File: src/rtl/mb_cfg_pkg.sv
// mb_cfg_pkg: types shared by the config bus master and the
// median_filter register map (op codes, FSM states, bus widths).
package mb_cfg_pkg;

    localparam int DW_MA_DEF = 8;
    localparam int DW_MD_DEF = 16;

    typedef enum logic [1:0] {
        OP_WR  = 2'b00,
        OP_RD  = 2'b01,
        OP_WRV = 2'b10,
        OP_ILL = 2'b11
    } mb_op_e;

    typedef enum logic [2:0] {
        ST_IDLE,
        ST_WR,
        ST_GAP,
        ST_RD,
        ST_RESP
    } mb_state_e;

endpackage

File: src/rtl/mb_config_master.sv
// mb_config_master: memory (config) bus initiator. Takes register
// commands on a valid/ready queue and returns one response each.
// Ports:
//   clk, rst            clock, synchronous active-high reset
//   cmd_val/cmd_rdy     command handshake
//   cmd_op/adr/wdt/msk  op (WR, RD, WRV, illegal), address, data, mask
//   rsp_val/dat/err     one-cycle response pulse, data, error flag
//   err_sticky/err_clr  accumulated error flag and its clear
//   m_mb_adr/wdt/val    bus address, write data, write strobe
//   m_mb_rdt            bus read data
module mb_config_master
    import mb_cfg_pkg::*;
#(
    parameter int DW_MA  = DW_MA_DEF,
    parameter int DW_MD  = DW_MD_DEF,
    parameter int WR_GAP = 1,
    parameter int RD_LAT = 1
) (
    input  logic             clk,
    input  logic             rst,
    input  logic             cmd_val,
    output logic             cmd_rdy,
    input  logic [1:0]       cmd_op,
    input  logic [DW_MA-1:0] cmd_adr,
    input  logic [DW_MD-1:0] cmd_wdt,
    input  logic [DW_MD-1:0] cmd_msk,
    output logic             rsp_val,
    output logic [DW_MD-1:0] rsp_dat,
    output logic             rsp_err,
    output logic             err_sticky,
    input  logic             err_clr,
    output logic [DW_MA-1:0] m_mb_adr,
    output logic [DW_MD-1:0] m_mb_wdt,
    input  logic [DW_MD-1:0] m_mb_rdt,
    output logic             m_mb_val
);

    localparam int CNT_MAX = (WR_GAP > RD_LAT) ? WR_GAP : RD_LAT;
    localparam int CW = (CNT_MAX > 0) ? $clog2(CNT_MAX + 1) : 1;
    localparam logic [CW-1:0] GAP_LD = CW'((WR_GAP > 0) ? WR_GAP - 1 : 0);
    localparam logic [CW-1:0] RD_LD = CW'(RD_LAT);

    mb_state_e        state_q, state_d;
    mb_state_e        after_wr;
    mb_op_e           op_q, op_d;
    logic [CW-1:0]    cnt_q, cnt_d;
    logic [DW_MA-1:0] adr_q, adr_d;
    logic [DW_MD-1:0] wdt_q, wdt_d;
    logic [DW_MD-1:0] msk_q, msk_d;
    logic [DW_MD-1:0] dat_q, dat_d;
    logic             err_q, err_d;
    logic             sticky_q, sticky_d;

    // Write-verify reads back the same address once the write settles.
    assign after_wr = (op_q == OP_WRV) ? ST_RD : ST_RESP;

    always_comb begin
        state_d  = state_q;
        op_d     = op_q;
        cnt_d    = cnt_q;
        adr_d    = adr_q;
        wdt_d    = wdt_q;
        msk_d    = msk_q;
        dat_d    = dat_q;
        err_d    = err_q;
        sticky_d = sticky_q;

        unique case (state_q)
            ST_IDLE: begin
                if (cmd_val) begin
                    op_d  = mb_op_e'(cmd_op);
                    msk_d = cmd_msk;
                    dat_d = '0;
                    err_d = 1'b0;
                    unique case (mb_op_e'(cmd_op))
                        OP_ILL: begin
                            // No bus activity: bus regs keep old values.
                            err_d   = 1'b1;
                            state_d = ST_RESP;
                        end
                        OP_RD: begin
                            adr_d   = cmd_adr;
                            cnt_d   = RD_LD;
                            state_d = ST_RD;
                        end
                        default: begin
                            adr_d   = cmd_adr;
                            wdt_d   = cmd_wdt;
                            state_d = ST_WR;
                        end
                    endcase
                end
            end
            ST_WR: begin
                if (WR_GAP > 0) begin
                    cnt_d   = GAP_LD;
                    state_d = ST_GAP;
                end else begin
                    cnt_d   = RD_LD;
                    state_d = after_wr;
                end
            end
            ST_GAP: begin
                if (cnt_q == '0) begin
                    cnt_d   = RD_LD;
                    state_d = after_wr;
                end else begin
                    cnt_d = cnt_q - 1'b1;
                end
            end
            ST_RD: begin
                if (cnt_q == '0) begin
                    dat_d   = m_mb_rdt;
                    err_d   = (op_q == OP_WRV) &&
                              (|((m_mb_rdt ^ wdt_q) & msk_q));
                    state_d = ST_RESP;
                end else begin
                    cnt_d = cnt_q - 1'b1;
                end
            end
            ST_RESP: state_d = ST_IDLE;
            default: state_d = ST_IDLE;
        endcase

        // A new error beats a simultaneous clear.
        if (state_q == ST_RESP && err_q) begin
            sticky_d = 1'b1;
        end else if (err_clr) begin
            sticky_d = 1'b0;
        end
    end

    always_ff @(posedge clk) begin
        if (rst) begin
            state_q  <= ST_IDLE;
            op_q     <= OP_WR;
            cnt_q    <= '0;
            adr_q    <= '0;
            wdt_q    <= '0;
            msk_q    <= '0;
            dat_q    <= '0;
            err_q    <= 1'b0;
            sticky_q <= 1'b0;
        end else begin
            state_q  <= state_d;
            op_q     <= op_d;
            cnt_q    <= cnt_d;
            adr_q    <= adr_d;
            wdt_q    <= wdt_d;
            msk_q    <= msk_d;
            dat_q    <= dat_d;
            err_q    <= err_d;
            sticky_q <= sticky_d;
        end
    end

    assign cmd_rdy    = (state_q == ST_IDLE);
    assign m_mb_val   = (state_q == ST_WR);
    assign m_mb_adr   = adr_q;
    assign m_mb_wdt   = wdt_q;
    assign rsp_val    = (state_q == ST_RESP);
    assign rsp_dat    = rsp_val ? dat_q : '0;
    assign rsp_err    = rsp_val & err_q;
    assign err_sticky = sticky_q;

endmodule
File: config.mk
export PLATFORM = sky130hd
export DESIGN_NAME = mb_config_master
export DESIGN_NICKNAME = d
export VERILOG_FILES = /design/src/rtl/mb_cfg_pkg.sv /design/src/rtl/mb_config_master.sv
export SDC_FILE = /design/constraint.sdc
export NUM_CORES = 1
export LEC_CHECK = 0
export CAP_MARGIN = 20
export CORE_AREA = 10 10 121 68
export DETAILED_ROUTE_END_ITERATION = 6
export DIE_AREA = 0 0 131 78
export PLACE_DENSITY = 0.85
export SETUP_SLACK_MARGIN = 0.1
export SYNTH_ARGS = -nofsm -noshare
export SYNTH_HDL_FRONTEND = slang
export SYNTH_SLANG_ARGS = --single-unit
File: constraint.sdc
create_clock -name clk -period 2.9 [get_ports clk]
set_clock_uncertainty 0.2 [all_clocks]
set_input_delay 0.58 -clock clk [delete_from_list [all_inputs] [get_ports clk]]
set_output_delay 0.58 -clock clk [all_outputs]
set_load 0.005 [all_outputs]
# Word-level counts from Yosys, hierarchy flattened

Cells that the tools add are included.

Add/sub/neg operators: 1
Equality and inequality tests: 11
Multiplexer cells: 21
Bitwise logic cells: 5
Reductions and logical operators: 14

Operators by type and width:

| operator             | count |
|---|---|
| $mux W16             | 3 |
| $pmux W16 S2         | 1 |
| $and A16 B16 Y16     | 1 |
| $reduce_or A16 Y1    | 1 |
| $xor A16 B16 Y16     | 1 |
| $reduce_and A3 Y1    | 5 |
| $mux W3              | 4 |
| $pmux W3 S4          | 1 |
| $mux W1              | 9 |
| $eq A3 B2 Y1 const B | 2 |
| $ne A2 B2 Y1 const B | 3 |
| $pmux W3 S2          | 1 |
| $eq A2 B2 Y1 const B | 2 |
| $pmux W1 S4          | 1 |
| $reduce_bool A2 Y1   | 2 |
| $reduce_bool A4 Y1   | 1 |
| $eq A3 B1 Y1 const B | 1 |
| $eq A3 B3 Y1 const B | 1 |
| $logic_not A3 Y1     | 1 |
| $eq A2 B1 Y1 const B | 1 |
| $logic_and A1 B1 Y1  | 2 |
| $ne A2 B1 Y1 const B | 1 |
| $not A1 Y1           | 2 |
| $pmux W1 S2          | 1 |
| other kinds (4)      | 4 |

Bits in registers: 64
Output and inout port bits: 45
Logic and storage cells: 61

# Logic depth before layout (Yosys ltp)

Word-level depth: 6
Mapped depth: 8
Depth with buffers taken out: 5

# Worst setup path after synthesis

Ideal clock, no wire load.

Kind: flip-flop to output port
Start: reg state_q[0]
End: out rsp_dat[10]
Arrival: 1.133 ns
Data required time: 2.120 ns
Path slack: 0.987 ns
Cell stages (with the launch flop): 6
Cells stage by stage: dfxtp_1 buf_6 nor2_2 clkbuf_1 clkbuf_1 and3_1

Cells in the longest elaborated chain, start to end: 2

RTL lines:

| what                   | RTL line                | text |
|---|---|---|
| from (decl)            | mb_config_master.sv:43  | `mb_state_e state_q, state_d;` |
| from (signal assigned) | mb_config_master.sv:145 | `state_q <= state_d;` |
| $eq A3 B3 Y1           | mb_config_master.sv:161 | `assign rsp_val = (state_q == ST_RESP);` |
| $mux W16               | mb_config_master.sv:162 | `assign rsp_dat = rsp_val ? dat_q : '0;` |
| to (decl)              | mb_config_master.sv:28  | `output logic [DW_MD-1:0] rsp_dat,` |

No other way between the ends.

# Final worst setup path

Start: reg state_q[1]
End: out rsp_err

Cells in the longest elaborated chain, start to end: 2

RTL lines:

| what          | RTL line                | text |
|---|---|---|
| $eq A3 B3 Y1  | mb_config_master.sv:161 |  |
| $and A1 B1 Y1 | mb_config_master.sv:163 | `assign rsp_err = rsp_val & err_q;` |
| to (decl)     | mb_config_master.sv:29  | `output logic rsp_err,` |

No other way between the ends.

==> flow_metrics.py <==
metrics = {
    "worst_setup_path": {
        "max_stage_delay_ns": 0.51,
        "crit_required_ns": 2.12,
        "cp.arrival_ns": 1.95,
        "start_kind": "flip-flop",
        "slowest_stage": "clkdlybuf4s50_1",
        "crit_buf_inv": 1,
        "crit_path_end_kind": "output pin",
        "critPathTopFamily": "simple AND/OR/NAND/NOR gates",
        "worst-setup-path-type": "reg2out",
        "r2r_slack_ns": 0.77,
        "crit_start": "state_q[1]",
        "cp_cell_sequence": "nor2_4, and3_1, clkdlybuf4s50_1",
        "path_max_fanout": 20,
        "regToRegStartpoint": "state_q[1]",
    },
    "final_layout": {
        "utilization_pct": 66.9,
        "final_common_cell": "clkdlybuf4s50_1",
        "nNetsFinal": 509,
        "areaGrowthSynthToFinish_pct": 46.1,
        "drive_above_1_share_pct": 9.07,
        "fin_area_um2": 4240,
        "fill_cells": 532,
        "antenna_cells": 0,
        "mostFrequentLayoutCells": "clkdlybuf4s50_1, nand2_1, dfxtp_1, a21oi_1",
    },
    "routing": {
        "viasPerCell": 5.34,
        "drt_first_pass_iters": 4,
        "drt_wl_total_mm": 9.83,
        "ant_nets": 0,
        "wire_per_inst_um": 18.1,
        "drc_errors": 0,
        "via_count": 2904,
        "drt_iter0_drc": 288,
    },
    "die": {
        "row_count": 21,
        "initial_core_util_pct": 45.8,
        "dieWidth_um": 131,
        "dieHeight_um": 78,
        "io_pins": 107,
        "die_area_um2": 10200,
        "core_area_um2": 6330,
    },
    "power_and_ir_drop": {
        "swShare_pct": 29.1,
        "p_clk_share_pct": 40.1,
        "power_density_nw_per_um2": 641,
        "seqPwrFrac_pct": 38.5,
        "finalPower_w": 0.00271,
        "intPower_w": 0.00193,
        "p_leak_nw": 1.61,
        "comb_power_share_pct": 21.4,
        "vdd_drop_max_uv": 321,
        "p_switching_w": 0.000789,
    },
    "timing": {
        "slew_headroom_pct": 51.7,
        "grt_setup_unrepaired": "yes",
        "slew_violations": 0,
        "fin_crit_sh_pct": 94.1,
        "hold_violations": 0,
        "setup_viol": 0,
        "tightest_slew_ns": 0.725,
        "period_minus_slack_ns": 2.73,
        "fin_tns_setup_ns": 0,
        "fmaxAchievable_ghz": 0.366,
    },
    "place": {
        "hpwl_mm": 7.32,
        "dpl_cell_area_um2": 3930,
        "io_buffers": 106,
        "gp_congestion": 0.858,
    },
    "global_route": {
        "grt_pass1_vias": 2872,
        "gr-total-overflow": 0,
        "antenna_found_initial": 0,
        "grt_usage_pct": 19.3,
        "grt_pass1_wl_mm": 15.3,
        "grt_max_degree": 37,
    },
    "yosys": {
        "synth-edff-count": 0,
        "syn-num-nets": 416,
        "synth-async-reset-ratio_pct": 0,
        "ys_seq_elements": 64,
        "synth_warnings": 0,
        "syn_avg_cell_area_um2": 8.19,
        "syn_inst": 354,
        "ys_seq_area_share_pct": 44.2,
        "ys_types": 37,
        "ys.flop_type": "dfxtp_1",
        "synth_area_um2": 2900,
    },
    "clocking": {
        "post_cts_buffers": 0,
        "cts_sinks": 64,
        "cts.clk_slew.worst_paths_ns": 0.05,
        "numCtsBuffers": 9,
        "htreeDepth": 3,
        "clock_latency_ns": 0.34,
        "cts_tree": "built",
        "cts_root_buf": "clkbuf_16",
        "clockBufferDepth": 2,
        "hold_buffers": 0,
    },
    "outcome": {
        "status": "finished, final reports clean",
    },
    "job": {
        "drv_cap": 0,
    },
    "min_path": {
        "hold_path.class": "reg2reg",
        "min-delay-start": "dat_q[14]",
    },
}
## cell families after synthesis
group	after synthesis	synth area share (%)
compound gates	97	20.7
buf+inv	31	6.56
simple gates	146	23.7
xor+xnor	16	4.83
flops	64	44.2
## through the flow
step	setup slack, ns	hold WS [ns]	instances
finish	0.171	0.252	544
floorplan	0.987	0.227	354
CTS	0.195	0.253	544
global placement	0.447	0.241	528
global route	0.0982	0.276	544
detailed placement	0.305	0.246	528
## synth_stat cells, types with 2 or more instances
cell type / instances / area (um2)
a22oi_1: 9 / 67.6
nand3_1: 16 / 80.1
o21ai_0: 18 / 90.1
buf_4: 5 / 37.5
and3_1: 18 / 113
nor2_1: 10 / 37.5
a21oi_2: 10 / 87.6
buf_2: 2 / 10.0
buf_8: 2 / 30.0
nand4_1: 2 / 12.5
dfxtp_1: 64 / 1280
nand2_2: 3 / 18.8
a211oi_2: 2 / 25.0
a21oi_4: 2 / 32.5
xor2_1: 16 / 140
clkbuf_1: 13 / 48.8
a21oi_1: 50 / 250
nor3_1: 3 / 15.0
nand2_1: 85 / 319
buf_6: 4 / 45.0
inv_1: 4 / 15.0
## flip-flops by register name, indices dropped and copies added (netlist names)
signal      count
dat_q          16
m_mb_wdt       16
msk_q          16
m_mb_adr        8
state_q         3
op_q            2
cnt_q           1
err_q           1
err_sticky      1
## layout make-up
cell class              instances  area (um2)  area share (%)
clock buffers                  13         260            6.14
clock inverters                 3        40.0           0.945
inverters                       4        15.0           0.354
multi-input cells             259        1430            33.8
flip-flops and latches         64        1280            30.3
well taps                      92         115            2.72
repair buffers                109        1090            25.7
## power by group through the flow
| stage | Clock [W] | Combinational [W] | Sequential, W |
|---|---|---|---|
| finish | 0.00109 | 0.000581 | 0.00104 |
| detailed placement | 0 | 0.000574 | 0.00105 |
| global route | 0.00114 | 0.000637 | 0.00105 |
| global placement | 0 | 0.000554 | 0.00105 |
| CTS | 0.00110 | 0.000578 | 0.00104 |
| floorplan | 0 | 0.000392 | 0.00102 |
## worst min-delay path, stage by stage (launching register included)
cell and delay (ns):
dfxtp_1 0.31, nand2_1 0.05, a21oi_1 0.05
## metal layers
layer	vias to the layer above	wire length, um	GRT usage [%]
met5	-	0	0
met4	0	204	6.95
met3	27	1090	8.96
met2	137	4190	28.2
met1	1349	4350	24.2
li1	1391	-	-
## repair_timing
action / in CTS / in global routing
gates resized for setup: 2 / 0
pin swaps: 0 / 0
endpoints found under the setup margin: 18 / 1
cloned: 0 / 0
## worst paths after layout
path	endpoint	cells after the start
setup / recovery	rsp_err	3
hold / removal	dat_q[14]	2
hold reg to reg	dat_q[14]	2
setup reg to reg	err_q	5
No activity file was read; power rests on OpenSTA's default activity.
